<file path="config.mk">
export PLATFORM = sky130hd
export DESIGN_NAME = hilo_muldiv_ctrl
export DESIGN_NICKNAME = d
export VERILOG_FILES = /design/src/rtl/hilo_muldiv_ctrl.sv
export SDC_FILE = /design/constraint.sdc
export NUM_CORES = 1
export LEC_CHECK = 0
export BUFFER_PORTS_ARGS = -buffer_cell sky130_fd_sc_hd__buf_2
export CAP_MARGIN = 20
export CORE_ASPECT_RATIO = 1.5
export CORE_MARGIN = 4
export CORE_UTILIZATION = 52
export CTS_BUF_LIST = sky130_fd_sc_hd__clkbuf_16
export DETAILED_ROUTE_END_ITERATION = 10
export PLACE_DENSITY = 0.72
export SLEW_MARGIN = 20
export SYNTH_ARGS = -nofsm -noshare
export SYNTH_HDL_FRONTEND = slang
export SYNTH_SLANG_ARGS = --single-unit
export TNS_END_PERCENT = 5
</file>
<file path="constraint.sdc">
create_clock -name clk -period 7.9 [get_ports clk]
set_input_delay 1.58 -clock clk [delete_from_list [all_inputs] [get_ports clk]]
set_output_delay 1.58 -clock clk [all_outputs]
set_load 0.01 [all_outputs]
</file>
<file path="src/rtl/hilo_muldiv_ctrl.sv">
// HI/LO register pair with an iterative MULT/MULTU/DIV/DIVU engine (one step per clock)
// and MTHI/MTLO write port; start/busy/done handshake towards the pipeline stall logic.
// state | meaning
// IDLE  | accepts start and MTHI/MTLO writes
// RUN   | one shift-add or restoring-divide step per edge, XLEN steps
// FIX   | sign correction, HI/LO write, done pulse on the following cycle
module hilo_muldiv_ctrl #(
    parameter int XLEN  = 32,
    parameter int CNT_W = 6
) (
    input  logic            clk,
    input  logic            rst,
    input  logic            start,
    input  logic [1:0]      op,
    input  logic [XLEN-1:0] a,
    input  logic [XLEN-1:0] b,
    input  logic            flush,
    input  logic            hi_we,
    input  logic            lo_we,
    input  logic [XLEN-1:0] wdata,
    output logic            busy,
    output logic            done,
    output logic            div_by_zero,
    output logic [XLEN-1:0] hi,
    output logic [XLEN-1:0] lo
);
    typedef enum logic [1:0] {IDLE = 2'd0, RUN = 2'd1, FIX = 2'd2} state_t;
    state_t state, state_nxt;

    logic [2*XLEN-1:0] acc;
    logic [XLEN-1:0]   opnd;
    logic [CNT_W-1:0]  cnt;
    logic              op_div, neg_lo, neg_hi, dz;
    logic              a_neg, b_neg, b_zero, launch;
    logic [XLEN-1:0]   a_mag, b_mag;
    logic [XLEN:0]     mul_sum, div_trial, div_diff;
    logic [XLEN-1:0]   fix_hi, fix_lo;

    assign a_neg  = op[0] & a[XLEN-1];
    assign b_neg  = op[0] & b[XLEN-1];
    assign a_mag  = a_neg ? -a : a;
    assign b_mag  = b_neg ? -b : b;
    assign b_zero = (b == '0);
    assign launch = start & ~hi_we & ~lo_we & ~flush;
    assign busy   = (state != IDLE);

    // acc holds {partial product} for multiply, {remainder, dividend/quotient} for divide
    assign mul_sum   = {1'b0, acc[2*XLEN-1:XLEN]} + (acc[0] ? {1'b0, opnd} : '0);
    assign div_trial = {acc[2*XLEN-1:XLEN], acc[XLEN-1]};
    assign div_diff  = div_trial - {1'b0, opnd};

    always_ff @(posedge clk or posedge rst) begin
        if (rst) state <= IDLE;
        else     state <= state_nxt;
    end

    always_comb begin
        state_nxt = state;
        case (state)
            IDLE: if (launch) state_nxt = (op[1] && b_zero) ? FIX : RUN;
            RUN: begin
                if (flush)                           state_nxt = IDLE;
                else if (cnt == CNT_W'(XLEN - 1))    state_nxt = FIX;
            end
            FIX:     state_nxt = IDLE;
            default: state_nxt = IDLE;
        endcase
    end

    always_comb begin
        fix_hi = acc[2*XLEN-1:XLEN];
        fix_lo = acc[XLEN-1:0];
        if (dz) begin
            fix_hi = acc[2*XLEN-1:XLEN];
            fix_lo = acc[XLEN-1:0];
        end else if (op_div) begin
            fix_lo = neg_lo ? -acc[XLEN-1:0] : acc[XLEN-1:0];
            fix_hi = neg_hi ? -acc[2*XLEN-1:XLEN] : acc[2*XLEN-1:XLEN];
        end else if (neg_lo) begin
            {fix_hi, fix_lo} = -acc;
        end
    end

    always_ff @(posedge clk or posedge rst) begin
        if (rst) begin
            hi          <= '0;
            lo          <= '0;
            acc         <= '0;
            opnd        <= '0;
            cnt         <= '0;
            op_div      <= 1'b0;
            neg_lo      <= 1'b0;
            neg_hi      <= 1'b0;
            dz          <= 1'b0;
            done        <= 1'b0;
            div_by_zero <= 1'b0;
        end else begin
            done        <= 1'b0;
            div_by_zero <= 1'b0;
            case (state)
                IDLE: begin
                    if (hi_we) hi <= wdata;
                    if (lo_we) lo <= wdata;
                    if (launch) begin
                        cnt    <= '0;
                        op_div <= op[1];
                        neg_lo <= a_neg ^ b_neg;
                        neg_hi <= a_neg;
                        dz     <= op[1] & b_zero;
                        opnd   <= op[1] ? b_mag : a_mag;
                        if (op[1] && b_zero) acc <= {a, {XLEN{1'b1}}};
                        else                 acc <= {{XLEN{1'b0}}, op[1] ? a_mag : b_mag};
                    end
                end
                RUN: begin
                    if (!flush) begin
                        cnt <= cnt + CNT_W'(1);
                        if (op_div) begin
                            if (!div_diff[XLEN]) acc <= {div_diff[XLEN-1:0], acc[XLEN-2:0], 1'b1};
                            else                 acc <= {div_trial[XLEN-1:0], acc[XLEN-2:0], 1'b0};
                        end else begin
                            acc <= {mul_sum, acc[XLEN-1:1]};
                        end
                    end
                end
                FIX: begin
                    if (!flush) begin
                        hi          <= fix_hi;
                        lo          <= fix_lo;
                        done        <= 1'b1;
                        div_by_zero <= dz;
                    end
                end
                default: ;
            endcase
        end
    end
endmodule

</file>
; ---- Word level (Yosys, flattened, before mapping)
; Index checks and enable logic that the tools add are counted.
[word_totals]
ff_bits = 174
out_inout_bits = 67
word_cells = 87
[classes]
addsub = 8
eq_ne = 9
mux = 37
bitwise_logic = 10
n_reduce_logical = 11
[ops]
columns = operator, n
row1 = $mux 32, 17
row2 = $mux 64, 5
row3 = $neg 32->32, 4
row4 = $pmux 32 s2, 2
row5 = $pmux 64 s2, 1
row6 = $neg 64->64, 1
row7 = $add 32x32->33, 1
row8 = $sub 33x32->33, 1
row9 = $logic_not 32->1, 1
row10 = $mux 6, 2
row11 = $pmux 6 s2, 1
row12 = $ne 2x2->1 const B, 5
row13 = $reduce_and 3->1, 3
row14 = $mux 2, 4
row15 = $add 6x1->6 const B, 1
row16 = $and 1x1->1, 6
row17 = $eq 6x5->1 const B, 1
row18 = $reduce_bool 2->1, 3
row19 = $mux 1, 4
row20 = $pmux 2 s2, 1
row21 = $reduce_and 2->1, 2
row22 = $ne 3x3->1 const B, 1
row23 = $not 1->1, 3
row24 = $eq 2x1->1 const B, 1
row25 = 4 further kinds, 4

; ---- Depth between registers and ports, before layout
; Gate-level depths: netlist of run 1.
[logic_depth]
ltp_word = 6
ltp_mapped = 14

; ---- Worst setup path before layout of run 1
; No wires, ideal clock.
[synth_timing]
path_kind = input -> register
start = input a[6]
end = register opnd[22]
arrival_ns = 3.687
path_slack_ns = 4.092
cell_stages = 7
path_buffers = 0
path_cell_list = or4_4 > or4_1 > or4b_4 > o21ai_1 > xor2_1 > nand2_1 > a22o_1
[synth_via]
elab_chain_cells = 3
[synth_lines]
columns = element, line_no
row1 = "start, declared", 15  ; input logic [XLEN-1:0] a,
row2 = $neg 32->32, 41  ; assign a_mag = a_neg ? -a : a;
row3 = $mux 32, 41
row4 = $mux 32, 110  ; opnd <= op[1] ? b_mag : a_mag;
row5 = "end signal, assigned", 110
row6 = "end, declared", 31  ; logic [XLEN-1:0] opnd;
; No other way between the ends.
; A chain may end at the register's enable or synchronous reset.

; ---- Final worst setup path of run 1
[layout_timing]
start = register acc[0]
end = register acc[61]
[layout_via]
elab_chain_cells = 5
[layout_lines]
columns = element, line_no
row1 = "start, declared", 30  ; logic [2*XLEN-1:0] acc;
row2 = "start signal, assigned", 111  ; if (op[1] && b_zero) acc <= {a, {XLEN{1'b1}}};
row3 = "start signal, assigned", 112  ; else acc <= {{XLEN{1'b0}}, op[1] ? a_mag : b_mag};
row4 = "start signal, assigned", 119  ; if (!div_diff[XLEN]) acc <= {div_diff[XLEN-1:0], acc[XLEN-2:0], 1'b1};
row5 = $mux 32, 48  ; assign mul_sum = {1'b0, acc[2*XLEN-1:XLEN]} + (acc[0] ? {1'b0, opnd} : '0);
row6 = $add 32x32->33, 48
row7 = $mux 64, 118  ; if (op_div) begin
row8 = $mux 64, 116  ; if (!flush) begin
row9 = $pmux 64 s2, 100  ; case (state)
; No other way between the ends. The select of a mux whose other input is x is not followed.

==> results of run 1 <==
## worst min-delay path, cell delays in order (launching register included)
cell,delay [ns]
sky130_fd_sc_hd__dfrtp_1,0.34
sky130_fd_sc_hd__nand2_1,0.05
sky130_fd_sc_hd__o31ai_1,0.05
## power groups by stage
stage / combinational [mW] / clock (mW) / sequential (mW)
6_report: 2.79 / 0.914 / 1.45
5_1_grt: 3.04 / 0.956 / 1.47
4_1_cts: 2.75 / 0.917 / 1.43
3_5_place_dp: 2.73 / 0 / 1.45
3_3_place_gp: 2.71 / 0 / 1.44
2_1_floorplan: 2.13 / 0 / 1.28
## cell usage after synthesis, types with 34 or more instances
cell                         n  area (um^2)
sky130_fd_sc_hd__a21oi_1   200         1001
sky130_fd_sc_hd__clkbuf_1   88        330.3
sky130_fd_sc_hd__dfrtp_1   174         4354
sky130_fd_sc_hd__ha_1       69        863.3
sky130_fd_sc_hd__inv_1      60        225.2
sky130_fd_sc_hd__mux2i_1    49        490.5
sky130_fd_sc_hd__nand2_1   240        900.9
sky130_fd_sc_hd__nand3_1    34        170.2
sky130_fd_sc_hd__nor2_1    217        814.5
sky130_fd_sc_hd__nor3_1     41        205.2
sky130_fd_sc_hd__o21ai_0   203         1016
sky130_fd_sc_hd__xnor2_1    89        779.5
sky130_fd_sc_hd__xor2_1     79        691.9
## logic make-up (layout without fill, tap and decap cells)
family | after synthesis | count (layout)
XOR/XNOR | 168 | 168
multiplexers | 67 | 67
AND/OR/NAND/NOR | 680 | 680
flip-flops | 174 | 174
buffers and inverters | 184 | 281
AO/OA/AOI/OAI | 662 | 662
adder cells (fa/ha/maj) | 71 | 71
other | 0 | 1
## state kept, by name, indices dropped and copies added, names as in the netlist
signal and cells:
acc 64, hi 32, lo 32, opnd 32, cnt 6, state 2, div_by_zero 1, done 1
dz 1, neg_hi 1, neg_lo 1, op_div 1
## worst max path at each step
| stage | startpoint | to | slack, ns | cells after the start |
|---|---|---|---|---|
| 6_report | acc[0]$_DFFE_PP0P_ | acc[61]$_DFFE_PP0P_ | 3.35 | 12 |
| 5_1_grt | acc[0]$_DFFE_PP0P_ | acc[61]$_DFFE_PP0P_ | 2.88 | 12 |
| 4_1_cts | acc[0]$_DFFE_PP0P_ | acc[61]$_DFFE_PP0P_ | 3.50 | 12 |
| 3_5_place_dp | b[2] | acc[9]$_DFFE_PP0P_ | 3.40 | 10 |
| 3_3_place_gp | b[2] | acc[6]$_DFFE_PP0P_ | 3.47 | 10 |
| 2_1_floorplan | rst | acc[0]$_DFFE_PP0P_ | 1.60 | 1 |
## metal layers
layer	up-vias	GRT usage	routed length, um
li1	7407	-	-
met1	7478	0.4054	21240
met2	771	0.5713	27060
met3	229	0.04483	4088
met4	4	0.2855	5673
met5	-	0	31
## layout make-up
| cell class | instances | area, um^2 |
|---|---|---|
| clock inverter | 15 | 196.4 |
| tap | 395 | 494.2 |
| inverter | 60 | 230.2 |
| sequential | 174 | 4355 |
| timing repair buffer | 189 | 993.5 |
| multi-input combinational | 1648 | 10350 |
| clock buffer | 17 | 425.4 |
| fill | 2821 | 12330 |
| antenna | 1 | 2.502 |
## stage by stage
stage	total power [mW]	worst slack, ns	instance area [um^2]
2_1_floorplan	3.409	1.603	15480
3_3_place_gp	4.145	3.470	16420
6_report	5.156	3.348	17050
3_5_place_dp	4.182	3.396	16420
4_1_cts	5.097	3.497	17050
5_1_grt	5.459	2.884	17050
==> reports/results.ini, run 1 <==
[power_and_ir_drop]
pd_cells_mw_per_mm2=302.4
share_seq_of_total_power=0.281
p_comb_frac=0.542
power.share.switching=0.4832
power.switching_mw=2.491
power.clock.fraction=0.177
vdd.ir_drop.worst_mv=0.2225
internal-power_mw=2.664
power.leakage_nw=7.338

[clocking]
clk_pin_slew_worst_paths_ns=0.08
worst_skew_pair.late_latency_ns=0.47
post_cts_hold_buffer_count=0
cts.path.max_buffers=2
ctsResizeCount=0
cts_buffers=17
number_of_buffers_inserted_to_repair_setup_after_cts=0
clock_sinks=174
cts-root-buf=sky130_fd_sc_hd__clkbuf_16
h-tree-depth=4
tritoncts=yes

[timing]
finalSetupTns_ns=0
setup_repair_after_global_routing_missed_its_margin=no
fin_worst_hold_slack_ns=0.4754
worst-slew-pin-transition_ns=1.082
finalMaxSlewViolations=0
timing.clock.skew_ns=0.01655
relSlewSlack=0.2782
timing.final.crit_share=0.5762
layout_min_cycle_time_ns=4.552
hold_viol_final=0
finalSetupViolations=0
clock.fmax_ghz=0.2197

[setup_path]
slowest_delay_ns=0.63
critPathKind=reg -> reg
worstReg2RegEnd=acc[61]$_DFFE_PP0P_
critPathRequiredTime_ns=8.28
critical_path.cell_chain=inv_1 > nor2_1 > fa_1 > a211oi_1 > o211ai_1 > a21oi_1 > o21ai_0 > a31oi_1 > o21ai_0 > a311oi_1 > o31ai_1 > a21oi_1
worst-r2r-cell-count=12
cpLargestDelayFamily=compound AO/OA/AOI/OAI gates
critPathArrivalTime_ns=4.94
critical_path.n_buffers_inverters=1
setup.reg_to_reg.worst_slack_ns=3.35
setup.worst_path.end_class=flop
cp_max_fo=23
crit_slowest_cell=sky130_fd_sc_hd__inv_1
worst_r2r_startpoint=acc[0]$_DFFE_PP0P_
cp-start-kind=flop

[synthesis]
number_of_enable_flip_flop_cells_after_synthesis=0
synth.distinct_cells=95
primary_ff_master_synth=sky130_fd_sc_hd__dfrtp_1
number_of_synthesized_register_bits=174
synth_fp_nets=2181
asyncSetResetFlopFracSynth=1.000
post_synth_mux_area_share=0.04526
synth.avg_cell_area_um2=7.717
complex_gate_fraction_of_the_synthesized_area=0.2622
synth_top_family_by_area=compound AO/OA/AOI/OAI gates
synth_adder_area_share=0.05836
synth_sequential_area_ratio=0.2813
synth_simple_gate_area_frac=0.2055
synthXorXnorAreaFrac=0.09505
post_synth_instance_area_mm2=0.01548
synth.yosys.warnings=0
postSynthCellCount=2006

[drt]
routed_wl_mm=58.10
viasPerCell=6.358
drc=0
drt_first_pass_iters=7
wl_per_cell_um=23.25
drt.antenna.violating_nets=0
vias=15890
drt_first_iter_violations=1474

[finish]
final_cells=2499
final_util=0.5802
design.final.nets=2265
final_cell_mix=239 x sky130_fd_sc_hd__nand2_1, 215 x sky130_fd_sc_hd__nor2_1, 203 x sky130_fd_sc_hd__o21ai_0
layout_commonest_cell=sky130_fd_sc_hd__nand2_1
area.growth.synth_to_final_pct=10.14
layout-drive-gt1-share=0.1369

[floorplanning]
design.portCount=171
chipWidth_um=148.9
floorplan.die_area_mm2=0.03265
floorplan.initialDensity=0.5268
die-height_um=219.3
floorplan.core_area_mm2=0.02938
floorplan.rows=77

[placement]
place_congestion=1.018
port_buffers=170
post-dp-hpwl_mm=45.19
placed_cells_incl_taps=2466

[global_routing]
antenna_found_initial=3
grt_first_pass_wirelength_mm=87.20
track_usage=0.3487
globalRoute.totalOverflow=0
number_of_global_route_vias_before_repair=15130
pin_count_of_the_biggest_net_entering_global_routing=103

[run]
cap_violations=0

[worst_hold_path]
holdCritStartpoint=hi[21]$_DFFE_PP0P_
hold_path.class=reg -> reg
hold_path_end=hi[21]$_DFFE_PP0P_
hold-path-cell-count=2

[outcome]
status=completed

No activity file was read; power rests on OpenSTA's default activity.
==> run 2, diff against run 1 <==
Clock period 7.9 ns to 4.2 ns, I/O delays scaled along.
==> reports/results.ini, run 2 (synthesis results as in run 1) <==
[setup_path]
critical_path.n_buffers_inverters=3  ; +2
worst_r2r_startpoint=acc[0]$_DFFE_PP0P_
setup.reg_to_reg.worst_slack_ns=0.35  ; -2.99 ns
critPathArrivalTime_ns=4.21  ; -0.73 ns
critPathKind=reg -> reg
worstReg2RegEnd=acc[60]$_DFFE_PP0P_
slowest_delay_ns=0.47  ; -0.16 ns
worst-r2r-cell-count=14  ; +2
setup.worst_path.end=acc[60]$_DFFE_PP0P_
critical_path.cell_chain=inv_1 > buf_4 > buf_4 > nor2_1 > ha_1 > a2111o_1 > a31o_2 > o22ai_1 > nor2_1 > nor3_2 > a21oi_1 > nor4b_1 > nor4_1 > a211oi_1
startpoint=acc[0]$_DFFE_PP0P_
path_depth=14  ; +2
critPathRequiredTime_ns=4.57  ; -3.71 ns
crit_slowest_cell=sky130_fd_sc_hd__dfrtp_1
setup.worst_path.end_class=flop
cpLargestDelayFamily=compound AO/OA/AOI/OAI gates
cp-start-kind=flop
cp_max_fo=19  ; -17%

[finish]
largest-register=acc
final_cell_mix=239 x sky130_fd_sc_hd__nand2_1, 216 x sky130_fd_sc_hd__nor2_1, 203 x sky130_fd_sc_hd__o21ai_0
insertedDiodeCount=0  ; -1
area.growth.synth_to_final_pct=11.24
layout-drive-gt1-share=0.1462  ; +0.009268
largest_reg_flops=64  ; unchanged
layout_commonest_cell=sky130_fd_sc_hd__nand2_1
design.final.nets=2289  ; +1.1%

[drt]
wl_per_cell_um=23.79  ; +2.3%
viasPerCell=6.369  ; +0.17%
drt_first_iter_violations=1373  ; -6.9%
drt_first_pass_iters=6  ; -1
vias=16060  ; +1.1%
routed_wl_mm=60.00  ; +3.3%
drt.antenna.violating_nets=0  ; unchanged
drc=0  ; unchanged

[outcome]
status=completed

[floorplanning]
die-height_um=219.3  ; unchanged
chipWidth_um=148.9  ; unchanged
floorplan.die_area_mm2=0.03265  ; unchanged
floorplan.rows=77  ; unchanged
floorplan.core_area_mm2=0.02938  ; unchanged
design.portCount=171  ; unchanged
floorplan.initialDensity=0.5268  ; unchanged

[timing]
layout_setup_ws_ns=0.3534  ; -2.995 ns
timing.final.crit_share=0.9159  ; +0.3397
layout_min_cycle_time_ns=3.847  ; -0.7053 ns
timing.clock.skew_ns=0.01350  ; -0.003056 ns
clock.fmax_ghz=0.2600  ; +18%
relSlewSlack=0.2370  ; -0.04114
finalSetupTns_ns=0  ; unchanged
hold_viol_final=0  ; unchanged
finalSetupViolations=0  ; unchanged
finalMaxSlewViolations=0  ; unchanged
setup_repair_after_global_routing_missed_its_margin=no
worst-slew-pin-transition_ns=1.143  ; +0.06164 ns

[global_routing]
pin_count_of_the_biggest_net_entering_global_routing=79  ; -23%
globalRoute.totalOverflow=0  ; unchanged
antenna_found_initial=1  ; -2
grt_first_pass_wirelength_mm=89.30  ; +2.4%
track_usage=0.3588  ; +0.01013
number_of_global_route_vias_before_repair=15300  ; +1.2%

[clocking]
worst_skew_pair.late_latency_ns=0.46  ; about the same
tritoncts=yes
cts-root-buf=sky130_fd_sc_hd__clkbuf_16
cts.path.max_buffers=2  ; unchanged
cts_buffers=17  ; unchanged
post_cts_hold_buffer_count=0  ; unchanged
clk_pin_slew_worst_paths_ns=0.08  ; about the same
h-tree-depth=4  ; unchanged
clock_sinks=174  ; unchanged

[power_and_ir_drop]
vdd.ir_drop.worst_mv=0.4043  ; +82%
power.leakage_nw=7.441  ; +1.4%
pd_cells_mw_per_mm2=564.3  ; +87%

[placement]
post-dp-hpwl_mm=46.94  ; +3.9%
place_congestion=1.007  ; -1.1%
post-place-ws_ns=0.3652  ; -3.030 ns
port_buffers=170  ; unchanged

[worst_hold_path]
hold_path.class=reg -> reg

[run]
cap_violations=0  ; unchanged

[run 2: cell types whose count changed in the layout (fill, tap and decap cells not counted), sizes merged]
| cell | before | now |
|---|---|---|
| bufinv | 2 | 1 |
| inv | 68 | 66 |
| diode | 1 | 0 |
| buf | 189 | 213 |
| clkinvlp | 0 | 3 |
[run 2: per-layer routing]
layer | wire, um | global-route usage | vias to the layer above
met5 | 0 | 0 | -
met2 | 28690 | 0.6034 | 821
met4 | 5272 | 0.2782 | 0
met1 | 21740 | 0.4131 | 7561
li1 | - | - | 7467
met3 | 4299 | 0.04193 | 214
[run 2: worst reg2reg max path: stages, from the launching register on]
cell,delay (ns)
sky130_fd_sc_hd__dfrtp_1,0.47
sky130_fd_sc_hd__inv_1,0.26
sky130_fd_sc_hd__buf_4,0.24
sky130_fd_sc_hd__buf_4,0.26
sky130_fd_sc_hd__nor2_1,0.07
sky130_fd_sc_hd__ha_1,0.38
sky130_fd_sc_hd__a2111o_1,0.43
sky130_fd_sc_hd__a31o_2,0.22
sky130_fd_sc_hd__o22ai_1,0.18
sky130_fd_sc_hd__nor2_1,0.11
sky130_fd_sc_hd__nor3_2,0.31
sky130_fd_sc_hd__a21oi_1,0.13
sky130_fd_sc_hd__nor4b_1,0.36
sky130_fd_sc_hd__nor4_1,0.10
sky130_fd_sc_hd__a211oi_1,0.25
[run 2: worst min path at each step]
stage | startpoint | to | slack [ns] | depth (start not counted)
after floorplan | opnd[10]$_DFFE_PP0P_ | opnd[10]$_DFFE_PP0P_ | 0.45 | 2
after global placement | hi[23]$_DFFE_PP0P_ | hi[23]$_DFFE_PP0P_ | 0.46 | 2
after detailed placement | hi[23]$_DFFE_PP0P_ | hi[23]$_DFFE_PP0P_ | 0.47 | 2
after CTS | hi[23]$_DFFE_PP0P_ | hi[23]$_DFFE_PP0P_ | 0.48 | 2
after global routing | lo[28]$_DFFE_PP0P_ | lo[28]$_DFFE_PP0P_ | 0.51 | 2
final | hi[23]$_DFFE_PP0P_ | hi[23]$_DFFE_PP0P_ | 0.48 | 2
[run 2: layout make-up]
cell class                      count  area [um^2]
Clock buffer                       17        425.4
Clock inverter                     15        156.4
Fill cell                        2764        12160
Inverter                           60        229.0
Multi-Input combinational cell   1648        10360
Sequential cell                   174         4355
Tap cell                          395        494.2
Timing Repair Buffer              213         1199
[run 2: timing repair]
| action | in CTS | in global routing |
|---|---|---|
| endpoints found under the setup margin | 0 | 3 |
| gates resized for setup | 0 | 3 |
| setup buffers | 0 | 0 |
[run 2: stage by stage]
stage                     instance area, um^2  total power [mW]  std cells    util  hold WS [ns]
after floorplan                         15480             6.412       2006       -        0.4498
after global placement                  16620             7.881       2490  0.5658        0.4550
after detailed placement                16630             7.957       2490  0.5659        0.4655
after CTS                               17210             9.599       2522  0.5857        0.4815
after global routing                    17220             10.30       2522  0.5860        0.5088
final                                   17220             9.717       2522  0.5860        0.4778
[run 2: report_power, final]
group	switching [mW]	internal (mW)
logic	3.33	2.16
registers	0.590	2.02
clock network	0.781	0.837
